`config.mk`:
```
export PLATFORM = sky130hd
export DESIGN_NAME = acl_frame_sched
export DESIGN_NICKNAME = d
export VERILOG_FILES = /design/src/rtl/acl_sched_pkg.sv /design/src/rtl/acl_len_fifo.sv /design/src/rtl/acl_frame_sched.sv
export SDC_FILE = /design/constraint.sdc
export NUM_CORES = 1
export LEC_CHECK = 0
export CAP_MARGIN = 0
export CORE_UTILIZATION = 45
export DETAILED_ROUTE_END_ITERATION = 7
export PLACE_DENSITY = 0.83
export SLEW_MARGIN = 15
export SYNTH_ARGS = -nofsm -noshare
export SYNTH_HDL_FRONTEND = slang
export SYNTH_SLANG_ARGS = --single-unit
```
`constraint.sdc`:
```
create_clock -name clk -period 2.65 [get_ports clk]
set_clock_uncertainty 0.1 [all_clocks]
set_input_delay 0.53 -clock clk [delete_from_list [all_inputs] [get_ports clk]]
set_output_delay 0.53 -clock clk [all_outputs]
set_load 0.01 [all_outputs]
```
`src/rtl/acl_sched_pkg.sv`:
```
// acl_sched_pkg: shared state encoding and default widths for the ACL frame scheduler.
package acl_sched_pkg;
   typedef enum logic [1:0] {IDLE, WAIT_DEC, FWD, DROP} state_t;
   localparam int DROP_CNT_W     = 16;
   localparam int DEF_DATA_W     = 32;
   localparam int DEF_CNT_W      = 9;
   localparam int DEF_LENQ_DEPTH = 4;
endpackage

```
`src/rtl/acl_len_fifo.sv`:
```
// acl_len_fifo: register-array queue of pending frame lengths; pushes while full are discarded.
module acl_len_fifo #(
   parameter int W     = 9,
   parameter int DEPTH = 4,
   localparam int AW   = $clog2(DEPTH)
) (
   input  logic          clk,
   input  logic          rst,
   input  logic          push,
   input  logic          pop,
   input  logic [W-1:0]  din,
   output logic [W-1:0]  dout,
   output logic          full,
   output logic          empty,
   output logic [AW:0]   count
);
   logic [W-1:0]  mem_q [DEPTH];
   logic [W-1:0]  mem_d [DEPTH];
   logic [AW-1:0] wr_ptr_q, wr_ptr_d, rd_ptr_q, rd_ptr_d;
   logic [AW:0]   cnt_q, cnt_d;
   logic          push_ok, pop_ok;

   assign full    = cnt_q == (AW+1)'(DEPTH);
   assign empty   = cnt_q == '0;
   assign count   = cnt_q;
   assign dout    = mem_q[rd_ptr_q];
   assign push_ok = push && !full;
   assign pop_ok  = pop && !empty;

   always_comb begin
      mem_d = mem_q;
      if (push_ok) mem_d[wr_ptr_q] = din;
      wr_ptr_d = wr_ptr_q + AW'(push_ok);
      rd_ptr_d = rd_ptr_q + AW'(pop_ok);
      cnt_d    = cnt_q + (AW+1)'(push_ok) - (AW+1)'(pop_ok);
   end

   always_ff @(posedge clk or posedge rst) begin
      if (rst) begin
         mem_q    <= '{default: '0};
         wr_ptr_q <= '0;
         rd_ptr_q <= '0;
         cnt_q    <= '0;
      end else begin
         mem_q    <= mem_d;
         wr_ptr_q <= wr_ptr_d;
         rd_ptr_q <= rd_ptr_d;
         cnt_q    <= cnt_d;
      end
   end
endmodule

```
`src/rtl/acl_frame_sched.sv`:
```
// acl_frame_sched: forwards or drops whole frames from the ingress FIFO by ACL decision.
// Define ACL_DROP_CNT_EN to build the saturating dropped-frame counter.
module acl_frame_sched
   import acl_sched_pkg::*;
#(
   parameter int DATA_W     = DEF_DATA_W,
   parameter int CNT_W      = DEF_CNT_W,
   parameter int LENQ_DEPTH = DEF_LENQ_DEPTH
) (
   input  logic                  clk,
   input  logic                  rst,
   input  logic                  i_frame_end,
   input  logic [CNT_W-1:0]      i_frame_len,
   input  logic [CNT_W-1:0]      i_wr_cnt,
   input  logic [DATA_W-1:0]     i_data,
   input  logic                  i_acl_valid,
   input  logic                  i_acl_permit,
   output logic                  o_acl_ready,
   output logic                  o_rd_valid,
   output logic                  o_fifo_invalid,
   output logic [DATA_W-1:0]     o_txd_tdata,
   output logic                  o_txd_tvalid,
   output logic                  o_txd_tlast,
   input  logic                  i_txd_tready,
   output logic [DROP_CNT_W-1:0] o_drop_cnt,
   output logic                  o_err
);
   localparam int QW = $clog2(LENQ_DEPTH) + 1;

   state_t           state_q, state_d;
   logic [CNT_W-1:0] cnt_q, cnt_d, q_head;
   logic             err_q, err_d, q_full, q_empty, q_push, q_pop;
   logic [QW-1:0]    q_count;

   // Zero-length frames never enter the queue; full-queue pushes are dropped inside it.
   assign q_push = i_frame_end && i_frame_len != '0;
   assign err_d  = err_q || (i_frame_end && (q_full || i_frame_len == '0));

   acl_len_fifo #(.W(CNT_W), .DEPTH(LENQ_DEPTH)) u_lenq (
      .clk(clk), .rst(rst), .push(q_push), .pop(q_pop), .din(i_frame_len),
      .dout(q_head), .full(q_full), .empty(q_empty), .count(q_count)
   );

   assign o_fifo_invalid = rst || q_count >= QW'(LENQ_DEPTH - 1);
   assign o_txd_tdata    = i_data;
   assign o_err          = err_q;

   always_comb begin
      state_d      = state_q;
      cnt_d        = cnt_q;
      q_pop        = 1'b0;
      o_acl_ready  = 1'b0;
      o_txd_tvalid = 1'b0;
      o_txd_tlast  = 1'b0;
      o_rd_valid   = 1'b0;
      case (state_q)
         IDLE: if (!q_empty) begin
            state_d = WAIT_DEC;
            cnt_d   = q_head;
         end
         WAIT_DEC: begin
            o_acl_ready = 1'b1;
            if (i_acl_valid) begin
               q_pop   = 1'b1;
               state_d = i_acl_permit ? FWD : DROP;
            end
         end
         FWD: begin
            o_txd_tvalid = i_wr_cnt != '0;
            o_txd_tlast  = cnt_q == CNT_W'(1);
            o_rd_valid   = o_txd_tvalid && i_txd_tready;
         end
         DROP: o_rd_valid = i_wr_cnt != '0;
         default: state_d = IDLE;
      endcase
      if (o_rd_valid) begin
         cnt_d = cnt_q - CNT_W'(1);
         if (cnt_q == CNT_W'(1)) state_d = IDLE;
      end
   end

   always_ff @(posedge clk or posedge rst) begin
      if (rst) begin
         state_q <= IDLE;
         cnt_q   <= '0;
         err_q   <= 1'b0;
      end else begin
         state_q <= state_d;
         cnt_q   <= cnt_d;
         err_q   <= err_d;
      end
   end

`ifdef ACL_DROP_CNT_EN
   logic [DROP_CNT_W-1:0] drop_q, drop_d;
   logic                  drop_done;
   assign drop_done = state_q == DROP && o_rd_valid && cnt_q == CNT_W'(1);
   assign drop_d    = (drop_done && drop_q != '1) ? drop_q + 1'b1 : drop_q;
   assign o_drop_cnt = drop_q;
   always_ff @(posedge clk or posedge rst) begin
      if (rst) drop_q <= '0;
      else     drop_q <= drop_d;
   end
`else
   assign o_drop_cnt = '0;
`endif
endmodule

```
== Yosys cells after proc, flatten, opt, wreduce, memory -nomap -nowiden ==
Cells that the tools add are included.

* Reductions and logical operators: 18
* Divide/modulo/power cells: 0
* Magnitude comparators: 4
* Bitwise gates (word level): 2
* Muxes and demuxes: 21
* Add/subtract/negate cells: 5
* $mul: 0
* Equality and inequality tests: 6
* Shift-type cells: 0

{| class="wikitable"
|+ Operators with widths
! cell !! number
|-
| 9-bit 2-to-1 mux || 6
|-
| 36-bit bitwise mux || 1
|-
| 9-bit binary-select mux with 2-bit select || 1
|-
| 9-bit demux with 2-bit select || 1
|-
| 9-bit nonzero test || 2
|-
| 9-bit by 1-bit equality test with 1-bit output (second input constant) || 1
|-
| 9-bit logical NOT || 1
|-
| 9-bit by 1-bit subtractor with 9-bit output (second input constant) || 1
|-
| 2-bit 2-to-1 mux || 4
|-
| 3-bit >= comparator (second input constant) || 2
|-
| 1-bit logical AND || 6
|-
| 1-bit 2-to-1 mux || 6
|-
| 2-bit NOT with 3-bit output || 2
|-
| 2-bit by 1-bit adder with 2-bit output || 2
|-
| 2-bit equality test (second input constant) || 2
|-
| 2-bit one-hot mux with 2 select lines || 1
|-
| 3-bit by 1-bit adder with 3-bit output || 1
|-
| 3-bit equality test (second input constant) || 1
|-
| 3-bit by 2-bit >= comparator with 1-bit output (second input constant) || 1
|-
| 3-bit logical NOT || 1
|-
| 1-bit logical OR || 3
|-
| 3-bit by 1-bit less-than comparator with 1-bit output (second input constant) || 1
|-
| 3-bit by 1-bit subtractor with 3-bit output || 1
|-
| 2-bit by 1-bit equality test with 1-bit output (second input constant) || 1
|-
| 6 further kinds || 7
|}

* Output and inout bits: 54
* Bits in latches: 0
* Bits in registers: 55
* Word-level logic and storage cells: 66
* ROM bits: 0
* RAM bits: 0
* Memories: 0

== Longest topological paths before layout ==
Gate-level depths: netlist (run 1).

* Word-level depth: 7
* Gate-level depth with buffers: 8

== Cells and area by module ==
From an unflattened synthesis (run 1), not the netlist that was laid out.

* Cells, all modules: 253
* Area total of the unflattened synthesis: 3118.0 µm²

{| class="wikitable"
|+ By module, submodules not included
! module !! cells each !! sequential area each (µm²) !! area each (µm²) !! instances
|-
| acl_len_fifo || 116 || 1076.0 || 1948.1 || 1
|-
| acl_frame_sched || 137 || 300.3 || 1169.9 || 1
|}

== Worst setup path before layout (run 1) ==
Ideal clock, no wire load.

* Path kind: input-to-output
* Start: in rst
* End: out o_fifo_invalid
* Buffers on the path: 0
* Arrival: 2001 ps
* Path slack: 19 ps
* Stages on the path: 2
* Path through: inv_1 nand3_1

* Word-level cells in the longest chain between the ends: 1

{| class="wikitable"
|+ RTL lines
! item !! line !! source
|-
| from (decl) || acl_frame_sched.sv:11 || <nowiki>input logic rst,</nowiki>
|-
| 1-bit logical OR || acl_frame_sched.sv:44 || <nowiki>assign o_fifo_invalid = rst || q_count >= QW'(LENQ_DEPTH - 1);</nowiki>
|-
| to (decl) || acl_frame_sched.sv:20 || <nowiki>output logic o_fifo_invalid,</nowiki>
|}

Every way passes these cells.

== Worst setup path in the final report (run 1) ==
* Start: in i_frame_len[5]
* End: reg u_lenq.mem_q[16] in the netlist's numbering

* Word-level cells in the longest chain between the ends: 3

{| class="wikitable"
|+ RTL lines
! item !! line !! source
|-
| from (decl) || acl_frame_sched.sv:13 || <nowiki>input logic [CNT_W-1:0] i_frame_len,</nowiki>
|-
| 9-bit nonzero test || acl_frame_sched.sv:36 || <nowiki>assign q_push = i_frame_end && i_frame_len != '0;</nowiki>
|-
| 1-bit logical AND || acl_frame_sched.sv:36 ||
|-
| 1-bit logical AND || acl_len_fifo.sv:27 || <nowiki>assign push_ok = push && !full;</nowiki>
|-
| to (signal assigned) || acl_len_fifo.sv:45 || <nowiki>mem_q <= mem_d;</nowiki>
|-
| to (decl) || acl_len_fifo.sv:17 || <nowiki>logic [W-1:0] mem_q [DEPTH];</nowiki>
|}

Every way passes these cells.
A chain may end at the register's enable or synchronous reset.

==> run summary, run 1 <==
Most common cell after layout, fill and taps aside - dfrtp_1
Critical Path RT - 2.74 ns
FF-to-FF setup slack - 0.57 ns
Num rows - 29
Reg power frac - 0.461
Hold Crit Class - register to register
FMAX - 419.4 MHz
Status - finished, final reports clean
Post-synthesis register bit count - 55
Slew Limit Fails - 0
Setup CP Type - input pin to register
Die Y - 85.16 um
Die ar. - 0.007251 mm2
CP endpoint kind - register
CTS tree - built
Sequential Area - 0.001376 mm2
Placed cell count - 340
Yosys top cell by area - dfrtp_1
Avg Cell Area, Syn - 12.06 um2
H-tree levels - 2
Crit share post-route - 0.8999
Port bufs - 29
Core Region - 0.006495 mm2
Initial cell density of the core - 0.4791
Gpl congestion - 0.7730
DR iter-0 viols - 35
Max cap viols - 0
Placed Area - 0.003289 mm2
Logic gate share of total power - 0.413
Relative slew margins - 0.5362
Non-Filler Instances - 348
Switching fraction of total power - 0.3368
Postcts setup bufs - 0
Number of flops mapped to enable cells by yosys - 0
Io pins - 110
Synthesized area - 0.003112 mm2
RSZ-0062 raised after global routing - no
Pre-antenna DRT Iters - 4
CTS clk-pin slew, worst paths - 0.09 ns
Met2 Track Usage GR - 0.3189
N_diodes - 0
P_sw - 1190 uW
Endpoints failing setup - 0
Nets@finish - 334
CP Max Fanout - 9
Vias in the first global route - 1,987
Filler cell count - 566
Peak supply drop - 0.5599 mV
Most frequent cells in the layout - dfrtp_1, mux2_2, clkdlybuf4s50_1, conb_1, buf_4
Clock Power Share - 0.126
Pwr dens - 1041 mW/mm2
Final Power - 3534 uW
DRC - 0
Largest net degree at the start of global routing - 56
Setup TNS Final - 0 ns
Fraction of layout instances using a drive strength above 1 - 0.2841
Met1 Track Usage GR - 0.2187
WL/cell - 17.60 um
Netlist cell types - 43
Post-Syn Instances - 258
DIE WIDTH - 85.16 um
Routed vias/inst - 5.523
Area growth syn-to-layout - 9.128%
Worst skew pair latency - 0.31 ns
Pint - 2343 uW
Initial antenna violation count - 0
Design Area, Final - 0.003396 mm2
Sequential share of the synthesized area - 0.4423
DRT Wirelength - 6.124 mm
Num Clock Sinks - 55
Fin. Hold Viols - 0
Clk root buf - clkbuf_8
GR Util met3 - 0.04864
Global route hottest layer - met2
Post-synth ARST share - 1.000
Total gr overflow - 0
Via count - 1,922
Detailed placement HPWL - 4.621 mm
Worst EP arrival - 2.48 ns
First-pass GRT wire length - 10.14 mm
TritonCTS Buffers - 5
LEAKAGE - 0.001513 uW
GRT Total Usage - 0.1830
Transition time at the pin with the least slew margin - 0.6957 ns
Yosys warnings - 0
Share of the synthesized area in the top cell type - 0.4423
Startpoint types - input pin
Largest cells by area after synthesis - dfrtp_1, buf_4, mux2_2, mux4_2, mux2_4
Top_reg_cell synth - dfrtp_1
Max Root-Sink Buffers - 2
Post-route ant nets - 0
Area of the multi-input gates - 0.001363 mm2
Min cycle time layout - 2.385 ns
-- worst max-delay path: stages --
cell and delay, ns:
clkdlybuf4s50_1 0.57, nor4_2 0.06, buf_4 0.15, a311oi_4 0.39, buf_4 0.19, nand3b_2 0.23, mux2_2 0.36
-- registers in the layout, indices dropped and copies added, names as in the netlist --
signal,count
state_q,2
u_lenq.count,3
o_err,1
cnt_q,9
u_lenq.mem_q,36
u_lenq.wr_ptr_q,2
u_lenq.rd_ptr_q,2
-- through the flow --
step | hold slack, ns | util | worst slack, ns
2_1_floorplan | 0.3731 | - | 0.01886
3_3_place_gp | 0.3612 | 0.5065 | 0.009959
3_5_place_dp | 0.3672 | 0.5065 | -0.05041
4_1_cts | 0.3889 | 0.5197 | 0.009875
5_1_grt | 0.4107 | 0.5228 | 0.1476
6_report | 0.3796 | 0.5228 | 0.2654
-- path summary, 6_finish.rpt --
check                                          start  cells after the start                      endpoint
setup / recovery                      i_frame_len[5]                      7  u_lenq.mem_q[16]$_DFFE_PP0P_
hold / removal                       o_err$_DFF_PP0_                      1               o_err$_DFF_PP0_
setup reg to reg           u_lenq.count[1]$_DFF_PP0_                      7     u_lenq.count[2]$_DFF_PP0_
hold reg to reg                      o_err$_DFF_PP0_                      1               o_err$_DFF_PP0_
max in group asynchronous                        rst                      3  u_lenq.mem_q[28]$_DFFE_PP0P_
min in group asynchronous                        rst                      3     u_lenq.count[1]$_DFF_PP0_
-- cell type report --
class	instances	area share
repair buffers	45	0.1256
inverters	14	0.01548
clock buffers	7	0.02248
flip-flops and latches	55	0.4053
multi-input cells	149	0.4013
clock inverters	1	0.001474
well taps	77	0.02837
-- cell usage after synthesis, drive strengths merged (2+ instances only) --
library cell / number
inv: 14
nand3b: 2
nor2: 11
mux2i: 4
dfrtp: 55
nor2b: 2
xor2: 3
a32oi: 2
buf: 53
nor3b: 2
o21ai: 6
and3: 4
a221o: 2
ha: 7
a31oi: 2
mux2: 37
nand2: 7
mux4: 9
clkbuf: 2
nor4: 5
nor3: 10
a21oi: 3
a311oi: 2
o21a: 2
-- power groups by stage --
stage	logic, uW	registers, uW	clock network (uW)
floorplan	1230	1480	0
global placement	1400	1600	0
detailed placement	1460	1640	0
CTS	1470	1620	468
global route	1600	1690	491
finish	1460	1630	445
-- routing by layer --
metal  share of wire  wire (um)  vias up
met1            0.39       2389      950
met4           0.020        123        0
li1                -          -      875
met5               0          0        -
met2            0.52       3187       81
met3           0.069        424       16
-- cell families (layout without fill, tap and decap cells) --
| group | count (synthesis) | in the layout | share of synthesized area |
|---|---|---|---|
| compound gates | 24 | 24 | 0.05992 |
| xor+xnor | 3 | 3 | 0.008445 |
| fa+ha+maj | 8 | 8 | 0.03458 |
| buf+inv | 69 | 67 | 0.1448 |
| flops | 55 | 55 | 0.4423 |
| mux | 50 | 50 | 0.2228 |
| other cells | 1 | 16 | 0.001205 |
| simple gates | 48 | 48 | 0.08605 |
-- timing repair --
item                       CTS  global route
setup endpoints to repair    1             2
resized for setup            2             4
hold buffers                 0             0
Note: power is estimated with default switching activity, not from simulation.
==> run 2, diff against run 1 <==
ABC_AREA = 1   (was not set)
CORE_UTILIZATION = 47   (was 45)
PLACE_DENSITY = 0.84   (was 0.83)
==> run summary, run 2 <==
DRT Wirelength - 7.738 mm (+26%)
WL/cell - 13.36 um (-24%)
Yosys warnings - 0 (unchanged)
Number of flops mapped to enable cells by yosys - 0 (unchanged)
Status - finished, final reports clean
Hold_buf cts - 0 (unchanged)
Worst path bufs/invs - 2 (-1)
Synth top cells by count - nand2_1, dfrtp_1, buf_4, inv_1, nand4_1
Setup CP Type - input pin to output pin
Gpl congestion - 0.9028 (+17%)
Post-synthesis register bit count - 55 (unchanged)
Via count - 3,007 (+56%)
Hold Path Depth - 2 (+1)
LEAKAGE - 0.002007 uW (+33%)
DR iter-0 viols - 255 (+630%)
GRT Total Usage - 0.2116 (+0.02858)
Initial cell density of the core - 0.4854 (+0.006325)
Max cap viols - 0 (unchanged)
Worst path slowest cell - clkdlybuf4s50_1
Hold Crit Class - register to register
Fin. Hold Viols - 0 (unchanged)
CTS tree - built
Area growth syn-to-layout - 7.605%
Most common cell after layout, fill and taps aside - nand2_1
Vias in the first global route - 2,778 (+40%)
Final Power - 4121 uW (+17%)
Netlist cell types - 30 (-30%)
Synthesized area - 0.003521 mm2 (+13%)
Core Region - 0.007253 mm2 (+12%)
Clk root buf - clkbuf_8
Num rows - 31 (+6.9%)
Post-Syn Instances - 477 (+85%)
Share of the synthesized area in the top cell type - 0.3909 (-0.05140)
Max Root-Sink Buffers - 2 (unchanged)
First-pass GRT wire length - 12.82 mm (+26%)
Max reg flops - 36 (unchanged)
Endpoints failing setup - 0 (unchanged)
TritonCTS Buffers - 5 (unchanged)
Yosys top cell by area - dfrtp_1
Sequential Area - 0.001378 mm2 (about the same)
Worst skew pair latency - 0.32 ns (about the same)
Top_reg_cell synth - dfrtp_1
Post-route ant nets - 0 (unchanged)
Slowest cell delay on critical path - 0.56 ns (about the same)
Critical Path RT - 2.02 ns (-0.72 ns)
Port bufs - 29 (unchanged)
RSZ-0062 raised after global routing - no
Total gr overflow - 0 (unchanged)
Transition time at the pin with the least slew margin - 0.6888 ns (-0.006942 ns)
Detailed placement HPWL - 5.584 mm (+21%)
DIE WIDTH - 88.55 um (+4.0%)
Worst hold slack - 0.3838 ns (+0.004175 ns)
Largest net degree at the start of global routing - 56 (unchanged)
Cts repair resizes - 0 (-2)
Stages on worst setup path - 6 (-1)
FMAX - 392.4 MHz (-6.4%)
Nets@finish - 543 (+63%)
CP top delay family - buffers and inverters
DRC - 0 (unchanged)
Count leader, synth - nand2_1
Min cycle time layout - 2.549 ns (+0.1640 ns)
Pwr dens - 1088 mW/mm2 (+4.5%)
Postcts setup bufs - 0 (unchanged)
CP endpoint kind - output pin
Initial antenna violation count - 0 (unchanged)
Startpoint types - input pin
Post-synth ARST share - 1.000 (unchanged)
Crit share post-route - 0.9617 (+0.06188)
Avg Cell Area, Syn - 7.381 um2 (-39%)
Worst EP arrival - 1.92 ns (-0.56 ns)
Pre-antenna DRT Iters - 5 (+1)
H-tree levels - 2 (unchanged)
Peak supply drop - 0.6955 mV (+24%)
N_diodes - 0 (unchanged)
Die Y - 88.55 um (+4.0%)
Setup TNS Final - 0 ns (unchanged)
Fraction of layout instances using a drive strength above 1 - 0.08750 (-0.1966)
Sequential share of the synthesized area - 0.3909 (-0.05140)
Io pins - 110 (unchanged)
Largest cells by area after synthesis - dfrtp_1, nand2_1, buf_4, nand4_1, inv_1
Most frequent cells in the layout - nand2_1, dfrtp_1, inv_1, nand4_1, nand3_1
Top reg by flops - u_lenq.mem_q
CP Max Fanout - 2 (-7)
Slew Limit Fails - 0 (unchanged)
Crit-path cells - clkdlybuf4s50_1 > nor2_1 > nand3_1 > nor2_1 > nor3_1 > clkdlybuf4s50_1
CTS clk-pin slew, worst paths - 0.10 ns (about the same)
Filler cell count - 679 (+20%)
Die ar. - 0.007841 mm2 (+8.1%)
Routed vias/inst - 5.193 (-6.0%)
Reg2reg path depth - 7 (unchanged)
Area of the multi-input gates - 0.001562 mm2 (+15%)
Relative slew margins - 0.5408 (+0.004628)
Num Clock Sinks - 55 (unchanged)
run 2: stage by stage:
stage,setup WS (ns),utilization,cells,instance area (um2)
2_1_floorplan,0.02895,-,492,3577
3_3_place_gp,0.1072,0.5054,571,3666
3_5_place_dp,0.09090,0.5054,571,3666
4_1_cts,0.04485,0.5215,579,3782
5_1_grt,0.04519,0.5223,579,3789
6_report,0.1014,0.5223,579,3789
run 2: per-layer routing:
metal  track usage  vias to the layer above  wire length (um)
li1              -                     1452                 -
met1        0.2800                     1416              3199
met2        0.3517                      113              3897
met3       0.03265                       26               473
met4       0.07771                        0               168
met5             0                        -                 0
run 2: worst paths after layout:
kind	start	to	slack [ns]
setup / recovery	i_wr_cnt[5]	o_txd_tvalid	0.10
hold / removal	u_lenq.mem_q[32]$_DFFE_PP0P_	u_lenq.mem_q[32]$_DFFE_PP0P_	0.38
setup reg to reg	u_lenq.count[1]$_DFF_PP0_	u_lenq.count[2]$_DFF_PP0_	0.55
hold reg to reg	u_lenq.mem_q[32]$_DFFE_PP0P_	u_lenq.mem_q[32]$_DFFE_PP0P_	0.38
max in group asynchronous	rst	cnt_q[4]$_DFFE_PP0P_	1.28
min in group asynchronous	rst	cnt_q[3]$_DFFE_PP0P_	0.70
run 2: layout make-up:
type	instances	share of cell area
multi-input cells	321	0.4122
repair buffers	43	0.1083
clock buffers	5	0.01816
inverters	53	0.05251
clock inverters	3	0.01255
well taps	99	0.03269
flip-flops and latches	55	0.3636
run 2: cells by family (layout without fill, tap and decap cells):
family | Yosys count | in the layout | synth area share
buf+inv | 116 | 104 | 0.1823
fa+ha+maj | 8 | 8 | 0.03056
flops | 55 | 55 | 0.3909
xor+xnor | 3 | 3 | 0.007464
compound gates | 20 | 20 | 0.03483
simple gates | 274 | 274 | 0.3529
other cells | 1 | 16 | 0.001065
run 2: power by group:
part           switching (uW)  leakage, uW  internal, uW
Sequential                312     0.000670          1240
Combinational            1260      0.00128           724
Clock                     293    0.0000587           287
run 2: tightest hold or removal path: cells and delay by family (launching register included):
kind,cells,cell delay [ns]
DFF,1,0.36
and+or+nand+nor,2,0.10
==> RTL edit, RTL diff (flow settings as in run 2) <==
Change the package constant `DROP_CNT_W` from 16 to 32.
--- a/src/rtl/acl_sched_pkg.sv
+++ b/src/rtl/acl_sched_pkg.sv
@@ -2,5 +2,5 @@
 package acl_sched_pkg;
    typedef enum logic [1:0] {IDLE, WAIT_DEC, FWD, DROP} state_t;
-   localparam int DROP_CNT_W     = 16;
+   localparam int DROP_CNT_W     = 32;
    localparam int DEF_DATA_W     = 32;
    localparam int DEF_CNT_W      = 9;
Ports: changed (resized o_drop_cnt); port bits go from 110 to 126. The function was not compared with the original's and may differ.
==> RTL edit against run 2 <==
Worst setup slack worse by 0.019 ns; sequential share of layout area down 0.47 points; global-route usage down 1.3 points; sequential cell count did not move; synthesized area increased by 3.4%; largest power group unchanged; total power shrank 2.0%; synthesized cell count up 3.4%; final area is 1.2% higher; routed wire length up 0.22%; clock power shrank 17%.
==> RTL edit: results (changes against run 2) <==
===============================================================
Final Hold Slack                                       0.380 ns   was 0.384 ns
Post-Place Setup Slack                                0.0471 ns   was 0.0909 ns
Share of layout cells above drive strength 1              8.65%   was 8.75%
Seq area share                                            35.9%   was 36.4%
Clock period minus worst slack                          2.57 ns   was 2.55 ns
Combinational share of power                              49.6%   was 48.2%
Average detailed-routed wire length per instance        13.0 um   was 13.4 um
Inserted Clock Buffers                                        5   unchanged
Detailed placement HPWL                                 5750 um   was 5580 um
Relative max-transition margin                            54.6%   was 54.1%
Synth-to-layout area growth                               5.33%   was 7.60%
Layout multi-input combinational cell count                 337   was 321
ClkCell Share                                             2.45%   was 3.07%
Aggregate routed wire length                            7760 um   was 7740 um
Arrival time at the worst endpoint                      1.94 ns   was 1.92 ns
Post-layout nets                                            560   was 543
Synth top cells by count                           164 x nand2_1, 67 x buf_4, 55 x dfrtp_1   was 164 x nand2_1, 55 x dfrtp_1, 51 x buf_4
Outcome                                               completed   unchanged
Async S/R FF share, synth                                  100%   unchanged
Mean number of vias per cell                               5.14   was 5.19
Cell area reported after detailed placement        0.00373 mm^2   was 0.00367 mm^2
Cell-internal power                                     2.17 mW   was 2.26 mW
Seq/Total Area, Yosys                                     37.8%   was 39.1%
Clock power share                                         11.9%   was 14.1%
Vias in the first global route                             2988   was 2778
Maximum vdd drop                                       0.767 mV   was 0.695 mV
Crit. Startpoint                                    i_wr_cnt[2]   was i_wr_cnt[5]
First-iteration detailed-routing DRC count                  236   was 255
Top cells by area in the synthesized netlist       dfrtp_1 38%, nand2_1 17%, buf_4 14%   was dfrtp_1 39%, nand2_1 17%, buf_4 11%
Number of filler instances in the final layout              695   was 679
Global-route wire length before repair                 13200 um   was 12800 um
Later-pin clock latency in the skew report              0.32 ns   about the same
Global Route Usage Sum                                    19.9%   was 21.2%
Multi-input combinational area share                      42.3%   was 41.2%
Non-clock buffer total of the final layout                   44   was 43
Leak                                                    2.05 nW   was 2.01 nW
Placed cells                                                588   was 571
===============================================================
-- RTL edit: changes by cell type after synthesis, sizes merged --
cell / delta
buf: +16
-- RTL edit: worst min-delay path, delay by kind of cell, from the launching register on --
family	cells	cell delay, ns
flops	1	0.36
simple gates	2	0.09
-- RTL edit: logic make-up after synthesis --
family                     after synthesis  synth area share [%]
AOI/OAI and AO/OA                       20                  3.37
xor gates and xnor gates                 3                 0.722
adders and majority gates                8                  2.96
buffers and inverters                  132                  20.9
DFF                                     55                  37.8
other                                    1                 0.103
and+or+nand+nor                        274                  34.1
-- RTL edit: per-layer routing --
metal | GRT usage (%) | up-vias | wire length, um
li1 | - | 1467 | -
met1 | 23.6 | 1432 | 3170
met2 | 34.7 | 144 | 3890
met3 | 3.81 | 21 | 513
met4 | 9.14 | 0 | 178
met5 | 0 | - | 0
-- RTL edit: what timing repair did --
item,in CTS,in global routing
gates resized for setup,1,2
cloned,0,0
buffers inserted,0,0
setup endpoints to repair,1,3
